File: src/rtl/cass_in_slicer_pkg.sv
// cass_in_slicer_pkg: shared audio definitions for the cassette-in slicer.
//   slicerState_t  : hysteresis/debounce FSM states
//   DATA_WIDTH_DEF : default ADC sample width
//   HYST_HI_DEF    : default rising threshold (sample must be strictly above)
//   HYST_LO_DEF    : default falling threshold (sample must be strictly below)
package cass_in_slicer_pkg;
   typedef enum logic [1:0] {LOW, RISE_PEND, HIGH, FALL_PEND} slicerState_t;
   localparam int DATA_WIDTH_DEF = 16;
   localparam logic signed [15:0] HYST_HI_DEF = 16'sh1000;
   localparam logic signed [15:0] HYST_LO_DEF = -16'sh1000;
endpackage

File: src/rtl/cass_in_slicer_if.sv
// cass_in_slicer_if: sample input and slicer result bundle.
//   sample/sampleVld : signed ADC sample and its one-BCLK valid pulse (master -> slave)
//   cassBit          : debounced cassette level
//   edgePulse        : one-cycle pulse on any cassBit change
//   period/periodVld : samples between the last two rising edges, with update pulse
//   ovf              : sticky period-counter saturation flag
interface cass_in_slicer_if #(
   parameter int DATA_WIDTH = cass_in_slicer_pkg::DATA_WIDTH_DEF,
   parameter int PERIOD_W = 12
);
   logic signed [DATA_WIDTH-1:0] sample;
   logic sampleVld;
   logic cassBit;
   logic edgePulse;
   logic [PERIOD_W-1:0] period;
   logic periodVld;
   logic ovf;
   modport master (output sample, sampleVld, input cassBit, edgePulse, period, periodVld, ovf);
   modport slave (input sample, sampleVld, output cassBit, edgePulse, period, periodVld, ovf);
endinterface

File: src/rtl/cass_dc_tracker.sv
// cass_dc_tracker: DC estimator and saturating DC-removal subtractor.
//   BCLK, iRST_N : clock, asynchronous active-low reset
//   sample       : signed input sample
//   sampleVld    : sample qualifier
//   diff         : registered (sample - dc), saturated to DATA_WIDTH, updated per valid sample
// Only instantiated when CASS_DC_TRACK_EN is defined.
module cass_dc_tracker #(
   parameter int DATA_WIDTH = 16
) (
   input  logic BCLK,
   input  logic iRST_N,
   input  logic signed [DATA_WIDTH-1:0] sample,
   input  logic sampleVld,
   output logic signed [DATA_WIDTH-1:0] diff
);
   // estimate carries 8 fractional bits so the >>>8 leak does not stall on small errors
   localparam int ACC_W = DATA_WIDTH + 8;
   localparam logic signed [DATA_WIDTH-1:0] S_MAX = {1'b0, {(DATA_WIDTH-1){1'b1}}};
   localparam logic signed [DATA_WIDTH-1:0] S_MIN = {1'b1, {(DATA_WIDTH-1){1'b0}}};
   logic signed [ACC_W-1:0] dcAcc, dcNxt;
   logic signed [ACC_W:0] err;
   logic signed [DATA_WIDTH-1:0] dcInt, diffSat;
   logic signed [DATA_WIDTH:0] diffWide;
   always_comb begin
      err = {sample[DATA_WIDTH-1], sample, 8'h00} - {dcAcc[ACC_W-1], dcAcc};
      dcNxt = dcAcc + ACC_W'(err >>> 8);
      dcInt = dcNxt[ACC_W-1:8];
      diffWide = {sample[DATA_WIDTH-1], sample} - {dcInt[DATA_WIDTH-1], dcInt};
      diffSat = (diffWide[DATA_WIDTH] != diffWide[DATA_WIDTH-1])
              ? (diffWide[DATA_WIDTH] ? S_MIN : S_MAX)
              : diffWide[DATA_WIDTH-1:0];
   end
   always_ff @(posedge BCLK or negedge iRST_N)
      if (!iRST_N) begin
         dcAcc <= '0;
         diff <= '0;
      end else if (sampleVld) begin
         dcAcc <= dcNxt;
         diff <= diffSat;
      end
endmodule

File: src/rtl/cass_in_slicer.sv
// cass_in_slicer: hysteresis comparator with consecutive-sample debounce and
// rising-edge period measurement for the cassette-in path.
//   BCLK   : bit clock, all logic on posedge
//   iRST_N : asynchronous active-low reset
//   bus    : cass_in_slicer_if.slave (sample/sampleVld in; cassBit, edgePulse,
//            period, periodVld, ovf out)
// Optional: define CASS_DC_TRACK_EN to compare against a DC-removed sample
// (one valid sample of extra comparator delay).
module cass_in_slicer
   import cass_in_slicer_pkg::*;
#(
   parameter int DATA_WIDTH = DATA_WIDTH_DEF,
   parameter logic signed [DATA_WIDTH-1:0] HYST_HI = HYST_HI_DEF,
   parameter logic signed [DATA_WIDTH-1:0] HYST_LO = HYST_LO_DEF,
   parameter int DEB_N = 2,
   parameter int PERIOD_W = 12
) (
   input logic BCLK,
   input logic iRST_N,
   cass_in_slicer_if.slave bus
);
   localparam logic [3:0] DEB_TGT = 4'(DEB_N);
   localparam logic [PERIOD_W-1:0] PCNT_MAX = '1;
   slicerState_t state, stateNxt;
   logic [3:0] deb, debNxt, debInc;
   logic [PERIOD_W-1:0] pcnt, pcntNxt, pcntSat, period, periodNxt;
   logic signed [DATA_WIDTH-1:0] cmpVal;
   logic aboveHi, belowLo, debDone, rise, fall, edgeQ, periodVld, ovf, ovfNxt;

`ifdef CASS_DC_TRACK_EN
   cass_dc_tracker #(.DATA_WIDTH(DATA_WIDTH)) uDcTracker (
      .BCLK(BCLK),
      .iRST_N(iRST_N),
      .sample(bus.sample),
      .sampleVld(bus.sampleVld),
      .diff(cmpVal)
   );
`else
   assign cmpVal = bus.sample;
`endif

   assign aboveHi = cmpVal > HYST_HI;
   assign belowLo = cmpVal < HYST_LO;
   assign debInc = deb + 4'd1;
   assign debDone = debInc == DEB_TGT;
   assign pcntSat = pcnt + PERIOD_W'(pcnt != PCNT_MAX);

   always_ff @(posedge BCLK or negedge iRST_N)
      if (!iRST_N) begin
         state <= LOW;
         deb <= '0;
         pcnt <= '0;
         period <= '0;
         periodVld <= 1'b0;
         edgeQ <= 1'b0;
         ovf <= 1'b0;
      end else begin
         state <= stateNxt;
         deb <= debNxt;
         pcnt <= pcntNxt;
         period <= periodNxt;
         periodVld <= rise;
         edgeQ <= rise | fall;
         ovf <= ovfNxt;
      end

   // dead-band samples are non-qualifying, so pending states fall back
   always_comb begin
      stateNxt = state;
      debNxt = deb;
      rise = 1'b0;
      fall = 1'b0;
      if (bus.sampleVld)
         case (state)
            LOW:
               if (aboveHi) begin
                  stateNxt = (DEB_N == 1) ? HIGH : RISE_PEND;
                  debNxt = (DEB_N == 1) ? 4'd0 : 4'd1;
                  rise = DEB_N == 1;
               end
            RISE_PEND: begin
               stateNxt = !aboveHi ? LOW : (debDone ? HIGH : RISE_PEND);
               debNxt = (!aboveHi || debDone) ? 4'd0 : debInc;
               rise = aboveHi && debDone;
            end
            HIGH:
               if (belowLo) begin
                  stateNxt = (DEB_N == 1) ? LOW : FALL_PEND;
                  debNxt = (DEB_N == 1) ? 4'd0 : 4'd1;
                  fall = DEB_N == 1;
               end
            FALL_PEND: begin
               stateNxt = !belowLo ? HIGH : (debDone ? LOW : FALL_PEND);
               debNxt = (!belowLo || debDone) ? 4'd0 : debInc;
               fall = belowLo && debDone;
            end
         endcase
   end

   // the rising sample itself counts toward the period, hence pcnt+1
   always_comb begin
      pcntNxt = pcnt;
      periodNxt = period;
      ovfNxt = ovf;
      if (rise) begin
         periodNxt = pcntSat;
         pcntNxt = '0;
         ovfNxt = &pcnt;
      end else if (bus.sampleVld) begin
         pcntNxt = pcntSat;
         ovfNxt = ovf | (&pcntSat);
      end
   end

   assign bus.cassBit = (state == HIGH) || (state == FALL_PEND);
   assign bus.edgePulse = edgeQ;
   assign bus.period = period;
   assign bus.periodVld = periodVld;
   assign bus.ovf = ovf;
endmodule

File: src/flat_wrapper.sv
// flat-port wrapper written by rule: the top's interface ports become plain ports
module cass_in_slicer_flat import cass_in_slicer_pkg::*;
#(
   parameter int DATA_WIDTH = DATA_WIDTH_DEF,
   parameter logic signed [DATA_WIDTH-1:0] HYST_HI = HYST_HI_DEF,
   parameter logic signed [DATA_WIDTH-1:0] HYST_LO = HYST_LO_DEF,
   parameter int DEB_N = 2,
   parameter int PERIOD_W = 12
)
  (BCLK, iRST_N, bus_sample, bus_sampleVld, bus_cassBit, bus_edgePulse, bus_period, bus_periodVld, bus_ovf);
  cass_in_slicer_if #(.DATA_WIDTH(DATA_WIDTH), .PERIOD_W(PERIOD_W)) bus_i ();
  input logic BCLK;
  input logic iRST_N;
  input wire logic [$bits(bus_i.sample)-1:0] bus_sample;
  input wire logic [$bits(bus_i.sampleVld)-1:0] bus_sampleVld;
  output wire logic [$bits(bus_i.cassBit)-1:0] bus_cassBit;
  output wire logic [$bits(bus_i.edgePulse)-1:0] bus_edgePulse;
  output wire logic [$bits(bus_i.period)-1:0] bus_period;
  output wire logic [$bits(bus_i.periodVld)-1:0] bus_periodVld;
  output wire logic [$bits(bus_i.ovf)-1:0] bus_ovf;
  assign bus_i.sample = bus_sample;
  assign bus_i.sampleVld = bus_sampleVld;
  assign bus_cassBit = bus_i.cassBit;
  assign bus_edgePulse = bus_i.edgePulse;
  assign bus_period = bus_i.period;
  assign bus_periodVld = bus_i.periodVld;
  assign bus_ovf = bus_i.ovf;
  cass_in_slicer #(.DATA_WIDTH(DATA_WIDTH), .HYST_HI(HYST_HI), .HYST_LO(HYST_LO), .DEB_N(DEB_N), .PERIOD_W(PERIOD_W)) u_core (.BCLK(BCLK), .iRST_N(iRST_N), .bus(bus_i));
endmodule
File: config.mk
export PLATFORM = sky130hd
export DESIGN_NAME = cass_in_slicer_flat
export DESIGN_NICKNAME = d
export VERILOG_FILES = /design/src/rtl/cass_in_slicer_pkg.sv /design/src/rtl/cass_in_slicer_if.sv /design/src/rtl/cass_dc_tracker.sv /design/src/rtl/cass_in_slicer.sv /design/src/flat_wrapper.sv
export SDC_FILE = /design/constraint.sdc
export NUM_CORES = 1
export LEC_CHECK = 0
export ABC_AREA = 1
export BUFFER_PORTS_ARGS = -buffer_cell sky130_fd_sc_hd__buf_2
export CAP_MARGIN = 5
export CELL_PAD_IN_SITES_DETAIL_PLACEMENT = 1
export CELL_PAD_IN_SITES_GLOBAL_PLACEMENT = 2
export CORE_UTILIZATION = 36
export CTS_BUF_LIST = sky130_fd_sc_hd__clkbuf_4 sky130_fd_sc_hd__clkbuf_8
export DETAILED_ROUTE_END_ITERATION = 10
export PLACE_DENSITY_LB_ADDON = 0.1
export SETUP_SLACK_MARGIN = 0.02
export SKIP_CTS_REPAIR_TIMING = 1
export SLEW_MARGIN = 20
export SYNTH_ARGS = -nofsm -noshare
export SYNTH_HDL_FRONTEND = slang
export SYNTH_SLANG_ARGS = --single-unit
export TNS_END_PERCENT = 100
File: constraint.sdc
create_clock -name BCLK -period 6.2 [get_ports BCLK]
set_input_delay 0.31 -clock BCLK [delete_from_list [all_inputs] [get_ports BCLK]]
set_output_delay 0.31 -clock BCLK [all_outputs]
set_load 0.01 [all_outputs]
# [Word-level counts from Yosys, hierarchy flattened]
# Cells that the tools add are included.
# W data, S select, Z words.
[totals] ff_bits=33
[classes] n_addsub=2 magnitude_cmp=2 eq_ne=7 muxes=20 bitwise=2 reduce_logical=12
[ops] cell="$mux W12" n=2
[ops] cell="$reduce_and A12 Y1" n=2
[ops] cell="$gt A16 B14 Y1 const B" n=1
[ops] cell="$lt A16 B13 Y1 const B" n=1
[ops] cell="$mux W4" n=4
[ops] cell="$pmux W4 S4" n=1
[ops] cell="$add A12 B1 Y12" n=1
[ops] cell="$mux W2" n=6
[ops] cell="$ne A12 B12 Y1 const B" n=1
[ops] cell="$pmux W2 S4" n=1
[ops] cell="$mux W1" n=6
[ops] cell="$add A4 B1 Y4 const B" n=1
[ops] cell="$eq A2 B2 Y1 const B" n=2
[ops] cell="$eq A4 B2 Y1 const B" n=1
[ops] cell="$ne A2 B1 Y1 const B" n=2
[ops] cell="$logic_or A1 B1 Y1" n=3
[ops] cell="$reduce_and A3 Y1" n=1
[ops] cell="$eq A2 B1 Y1 const B" n=1
[ops] cell="$logic_and A1 B1 Y1" n=2
[ops] cell="$logic_not A1 Y1" n=2
[ops] cell="$logic_not A2 Y1" n=1
[ops] cell="$or A1 B1 Y1" n=2
[ops] cell="$reduce_bool A2 Y1" n=1

# [Depth between registers and ports, before layout]
# Gate-level depths: netlist of the first run.
[depth] word_depth=6 depth_mapped=15 mapped_depth_nobuf=15

# [Worst setup path before layout of the first run]
# No wires, ideal clock.
[synth_timing] path_kind="flip-flop to flip-flop" start="register u_core.pcnt[2]" end="register u_core.ovf (netlist: u_core.bus.ovf)" setup_time_ns=0.116 arrival_ns=1.821 t_required_ns=6.084 setup_slack_ns=4.262 stages_incl_launch_ff=16 n_path_buf=0 cell_sequence="dfrtp_1 -> nand2_2 -> nor3_1 -> nand4_1 -> ha_1 -> ha_1 -> inv_1 -> nor2_4 -> nand3_1 -> nand2_1 -> nand2_2 -> nor2_1 -> nand3_1 -> nand3_1 -> nand2_1 -> nand2_1"
[synth_via] elab_chain_len=6
[synth_lines] element="start: declaration" line="cass_in_slicer.sv:26" text="logic [PERIOD_W-1:0] pcnt, pcntNxt, pcntSat, period, periodNxt;"
[synth_lines] element="start signal: assignment" line="cass_in_slicer.sv:60" text="pcnt <= pcntNxt;"
[synth_lines] element="$ne A12 B12 Y1" line="cass_in_slicer.sv:46" text="assign pcntSat = pcnt + PERIOD_W'(pcnt != PCNT_MAX);"
[synth_lines] element="$add A12 B1 Y12" line="cass_in_slicer.sv:46"
[synth_lines] element="$reduce_and A12 Y1" line="cass_in_slicer.sv:111" text="ovfNxt = ovf | (&pcntSat);"
[synth_lines] element="$or A1 B1 Y1" line="cass_in_slicer.sv:111"
[synth_lines] element="$mux W1" line="cass_in_slicer.sv:109" text="end else if (bus.sampleVld) begin"
[synth_lines] element="$mux W1 *" line="cass_in_slicer.sv:105" text="if (rise) begin"
[synth_lines] element="end signal: assignment" line="cass_in_slicer.sv:64" text="ovf <= ovfNxt;"
[synth_lines] element="end: declaration" line="cass_in_slicer.sv:28" text="logic aboveHi, belowLo, debDone, rise, fall, edgeQ, periodVld, ovf, ovfNxt;"
# Every way passes the cells marked *; elsewhere a longest branch is shown, timed or not. The select of a mux whose other input is x is not followed.
# A chain may end at the register's enable or synchronous reset.

# [Worst setup path in the final report of the first run]
[layout_timing] start="register u_core.pcnt[3]" end="register u_core.ovf (netlist: u_core.bus.ovf)"
[layout_via] elab_chain_len=6
[layout_lines] element="$ne A12 B12 Y1" line="cass_in_slicer.sv:46"
[layout_lines] element="$add A12 B1 Y12" line="cass_in_slicer.sv:46"
[layout_lines] element="net u_core.pcntSat[1]" line="cass_in_slicer.sv:26"
[layout_lines] element="$reduce_and A12 Y1" line="cass_in_slicer.sv:111"
[layout_lines] element="$or A1 B1 Y1" line="cass_in_slicer.sv:111"
[layout_lines] element="$mux W1" line="cass_in_slicer.sv:109"
[layout_lines] element="$mux W1" line="cass_in_slicer.sv:105"
# The timed path passes the listed nets, and every way through them passes these cells. The select of a mux whose other input is x is not followed.

==> run metrics, run 1 <==
RSZ-0062 raised after global routing no; biggest area consumer among synthesized cells dfrtp_1; power density cells 375 nW/um^2; DR DRC count 0; pins over their slew limit 0; hpwl dp 3.43 mm; CTS root buf clkbuf_8; Starting Density 0.376; clk buf depth 2; routability cong. 0.777; Sw Pwr 331 uW; CTS tree done; post-synth top area share 0.427; Wirelength per Cell 13.0 microns; Die X-Extent 75.3 microns; WS Path Type reg2reg; DR vias/cell 4.75; final core occ 0.443; Min-Delay Path Class in2async; syn avg cell area 8.02 sq um; clock group share of total power 0.252; final WL 4.54 mm; Max-slew headroom 0.483; number of placement rows 26; TritonRoute pass-1 iters 4; asr flop ratio synth 1.00; top cells by count, synth nand2_1, dfrtp_1, inv_1; initial DRC count 43; Nets 301; DP Cell Count 340; Via Count 1654; Synth Flop Type dfrtp_1; setup violators final 0; count leader, synth nand2_1; #FFs+latches synth 33; Flop pwr share 0.397; post-synthesis sequential area ratio 0.427; RR Endpoint u_core.bus.ovf; Detail Route Antenna Nets 0; Core Area 5140 sq um; initial antenna violation count 0; Post-synth EDFFs 0; CP peak stage delay 460 ps; top cell family by delay on the critical path simple AND/OR/NAND/NOR gates; P_leak 0.00111 uW; CTS H-Tree Depth 2; CP Capture Type register; skew final 7.55 ps; I/O Pins 35; PnR worst setup slack 3880 ps; worst setup path end u_core.bus.ovf; Buf/Inv on CP 0; Die H 75.3 microns; CTS Sinks 33; total die area 5660 sq um; crit-path cells nand2_2, nor3_1, nand4_1, ha_1, ha_1, nand2_1, nor2_1, nand3_1, nor2_1, nand3_1, nand3_1, nand2_1, nand2_1; first-pass GRT wire length 7.78 mm; largest net degree at the start of global routing 34; post-synthesis cell type count 29; MaxCap Viol Count 0; Mapped Cells 241; worst skew pair latency 280 ps; Tcrit/Tclk final 0.374; Fmax achieved 432 MHz; slowest library cell on the worst path dfrtp_1; Post-Place Setup Slack 3900 ps; Worst path depth 13; share of layout cells above drive strength 1 0.295; Arrival @ worst endpoint 2540 ps; Mapped Area 1930 sq um; Net Count, Synth 265; total gr overflow 0; Non-Filler Instances 348; worst path required time 6430 ps; CP startpoint u_core.pcnt[3]; Ys Warns 0; vias in the first global route 1728; Switching Share 0.388; internal power 521 uW; critical-path maximum fanout 6; post-layout min period 2320 ps; # port buffers 34; fill count 680; status completed; CP startpoint kind register; total power 852 uW; layout overhead on the synthesized area 17.7%; Reg clk slew, reported paths 70 ps; final hold viol count 0; Synth area leaders dfrtp_1, nand2_1, inv_1; antenna fix cells 0; worst r2r src u_core.pcnt[3]; actual slew at the worst max-slew pin 775 ps; Setup TNS Final 0 ps; All-Layer GR Usage 0.187; total CTS buffers 5; r2r setup slk 3880 ps; Logic pwr share 0.351; r2r worst-path depth 13; Worst VDD drop 124 uV
==> registers in the layout, indices dropped and copies added (netlist names) <==
name                  count
u_core.bus.edgePulse      1
u_core.bus.ovf            1
u_core.bus.period        12
u_core.bus.periodVld      1
u_core.deb                4
u_core.pcnt              12
u_core.state              2
==> cells in the final DEF, fill, tap and decap left out <==
master and instances:
o21bai_1 1, xor2_2 1, nor2_2 5, nand2_2 13
nand2_4 1, xor2_1 1, bufinv_16 1, o22ai_1 10
a21oi_2 1, nand4_1 4, nand3_1 13, dfrtp_1 33
clkbuf_4 1, nand3b_1 1, clkbuf_8 6, o21ai_2 10
inv_2 1, nor2_1 20, ha_1 5, nor3_1 3
buf_2 34, inv_1 31, nand3_2 3, nand2_1 62
o31ai_1 2, o21ai_0 7, nor4_1 1, a21oi_1 1
nor2_4 5, o21ai_1 1
==> worst min path at each step <==
stage                                  endpoint  slack, ps  cells past startpoint
after detailed placement        u_core.pcnt[11]        430                      1
after global placement    u_core.bus.period[11]        450                      1
after floorplan            u_core.bus.edgePulse         10                      0
final                            u_core.pcnt[6]        100                      1
after global routing             u_core.pcnt[6]        170                      1
after CTS                       u_core.state[1]        120                      1
==> routing by layer <==
layer / GRT usage / wire length [microns] / part of all wire
met5: 0 / 0 / 0
met2: 0.329 / 2230 / 0.49
met1: 0.230 / 2120 / 0.47
met4: 0.0617 / 68 / 0.015
met3: 0.0361 / 119 / 0.026
==> metrics by stage <==
step / cell area, sq um / hold WS, ps
2_1_floorplan: 1930 / 14.4
3_3_place_gp: 2150 / 447
3_5_place_dp: 2150 / 433
4_1_cts: 2270 / 120
5_1_grt: 2270 / 170
6_report: 2270 / 105
==> layout make-up <==
cell class,instances,area [sq um],area share
clock buffer,7,90.1,0.0396
clock inverter,1,30.0,0.0132
inverter,32,120,0.0528
multi-input combinational,171,951,0.418
sequential,33,826,0.363
tap,70,87.6,0.0385
timing repair buffer,34,170,0.0748
==> power groups by stage <==
stage	registers [uW]	clock network [uW]	logic, uW
finish	339	215	299
global route	349	229	344
CTS	341	222	305
detailed placement	344	0	303
global placement	341	0	299
floorplan	342	0	205
==> logic make-up (layout without fill, tap and decap cells) <==
kind of cell | after synthesis | after routing | synth area share
AOI/OAI and AO/OA | 33 | 33 | 0.117
xor gates and xnor gates | 2 | 2 | 0.0130
adders and majority gates | 5 | 5 | 0.0324
buffers and inverters | 37 | 74 | 0.0803
DFF | 33 | 33 | 0.427
and+or+nand+nor | 131 | 131 | 0.330
Power figures use the tool's default switching activity.
==> run 2: changes to the inputs <==
--- a/config.mk
+++ b/config.mk
@@ -10,7 +10,7 @@
 export CAP_MARGIN = 5
 export CELL_PAD_IN_SITES_DETAIL_PLACEMENT = 1
 export CELL_PAD_IN_SITES_GLOBAL_PLACEMENT = 2
-export CORE_UTILIZATION = 36
+export CORE_UTILIZATION = 33
 export CTS_BUF_LIST = sky130_fd_sc_hd__clkbuf_4 sky130_fd_sc_hd__clkbuf_8
 export DETAILED_ROUTE_END_ITERATION = 10
 export PLACE_DENSITY_LB_ADDON = 0.1
==> constraint.sdc (replaced) <==
create_clock -name BCLK -period 2.35 [get_ports BCLK]
set_input_delay 0.1175 -clock BCLK [delete_from_list [all_inputs] [get_ports BCLK]]
set_output_delay 0.1175 -clock BCLK [all_outputs]
set_load 0.01 [all_outputs]
==> run 2 against run 1 <==
Non-clock buffer count grew 12. Wire length grew 15%. Global-route usage shrank 0.077 points. First-iteration DRC count grew to 3.3 times the previous value. Critical endpoint unchanged. Highest routed layer unchanged.
==> run metrics, run 2 (same netlist as run 1, synthesis figures left out) <==
MaxCap Viol Count 0; DR DRC count 0; CP startpoint kind register; vias in the first global route 1738; total die area 6160 sq um; Fmax achieved 457 MHz; Via Count 1755; Hold Path Stages 2; clk buf depth 2; All-Layer GR Usage 0.186; Worst VDD drop 395 uV; CP dominant cell by count nand2_1; Post-Place Setup Slack 103 ps; final WL 5.21 mm; Max-slew headroom 0.481; Die X-Extent 78.5 microns; r2r worst-path depth 16; power density cells 1010 nW/um^2; DR vias/cell 4.85; setup violators final 0; Nets 313; commonest non-fill, non-tap cell in the layout nand2_1; share of layout cells above drive strength 1 0.348; actual slew at the worst max-slew pin 779 ps; P_leak 0.00117 uW; status completed; PnR worst setup slack 161 ps; WS Path Type reg2reg; largest net degree at the start of global routing 34; Die H 78.5 microns; routability cong. 0.796; Starting Density 0.347; Core Area 5570 sq um; initial antenna violation count 0; CTS root buf clkbuf_8; critical-path maximum fanout 6; worst skew pair latency 290 ps; antenna fix cells 0; Tcrit/Tclk final 0.931; post-layout min period 2190 ps; total power 2450 uW; Arrival @ worst endpoint 2420 ps; initial DRC count 142; slowest library cell on the worst path dfrtp_1; first-pass GRT wire length 8.63 mm; CTS H-Tree Depth 2; worst path required time 2580 ps; Regs by FF count u_core.bus.period x12, u_core.pcnt x12, u_core.deb x4; total gr overflow 0; skew final 8.36 ps; total CTS buffers 5; Detail Route Antenna Nets 0; CTS Sinks 33; Min-Delay Path Class in2reg; Wirelength per Cell 14.4 microns; layout overhead on the synthesized area 25.0%; # port buffers 34; CP Capture Type register; hpwl dp 3.76 mm; crit-path cells nand2_2, nor3_2, nand4_1, ha_4, buf_4, inv_1, nor2_4, nand2_1, nand2_1, nand2_1, nand2_1, nor2_2, nand3_1, nand3_1, nand2_1, nand2_1; CTS tree done; CP peak stage delay 410 ps; final hold viol count 0; I/O Pins 35; number of placement rows 27; TritonRoute pass-1 iters 4; pins over their slew limit 0; commonest cells after routing, fill and taps aside nand2_1, buf_2, inv_1, dfrtp_1, nor2_1; Reg clk slew, reported paths 70 ps
-- run 2: worst paths after layout --
| kind | startpoint | slack (ps) | endpoint |
|---|---|---|---|
| min in group asynchronous | iRST_N | 430 | u_core.bus.edgePulse |
| max in group asynchronous | iRST_N | 1360 | u_core.pcnt[3] |
| min | bus_sampleVld | 290 | u_core.pcnt[2] |
| min reg2reg | u_core.bus.period[1] | 480 | u_core.bus.period[1] |
| max | u_core.pcnt[7] | 160 | u_core.bus.ovf |
| max reg2reg | u_core.pcnt[7] | 160 | u_core.bus.ovf |
-- run 2: cell type report --
| class | count | area (sq um) |
|---|---|---|
| fill | 686 | 3160 |
| multi-input combinational | 171 | 993 |
| sequential | 33 | 828 |
| timing repair buffer | 46 | 263 |
| inverter | 32 | 120 |
| clock buffer | 7 | 90.1 |
| tap | 72 | 90.1 |
| clock inverter | 1 | 30.0 |
-- run 2: metal layers --
| layer | up-vias | part of all wire | GRT usage |
|---|---|---|---|
| met3 | 7 | 0.044 | 0.0360 |
| met1 | 833 | 0.52 | 0.277 |
| li1 | 872 | - | - |
| met2 | 43 | 0.42 | 0.258 |
| met4 | 0 | 0.016 | 0.0796 |
| met5 | - | 0 | 0 |
-- run 2: critical path, delay by kind of cell, from the launching register on --
kind / cells / cell delay, ps
and+or+nand+nor: 13 / 1210
buffers and inverters: 2 / 230
DFF: 1 / 410
adders and majority gates: 1 / 260
-- run 2: power by group --
part / internal (uW) / switching [uW]
combinational: 398 / 596
clock: 357 / 217
sequential: 736 / 147
-- run 2: per-stage QoR --
| stage | setup TNS (ps) | std cells | util | hold WS, ps | area [sq um] |
|---|---|---|---|---|---|
| floorplan | 0 | 241 | - | -178 | 1930 |
| global placement | 0 | 347 | 0.394 | 245 | 2190 |
| detailed placement | 0 | 347 | 0.394 | 241 | 2190 |
| CTS | 0 | 355 | 0.415 | -73.8 | 2310 |
| global route | -48.3 | 362 | 0.433 | 308 | 2410 |
| finish | 0 | 362 | 0.433 | 288 | 2410 |
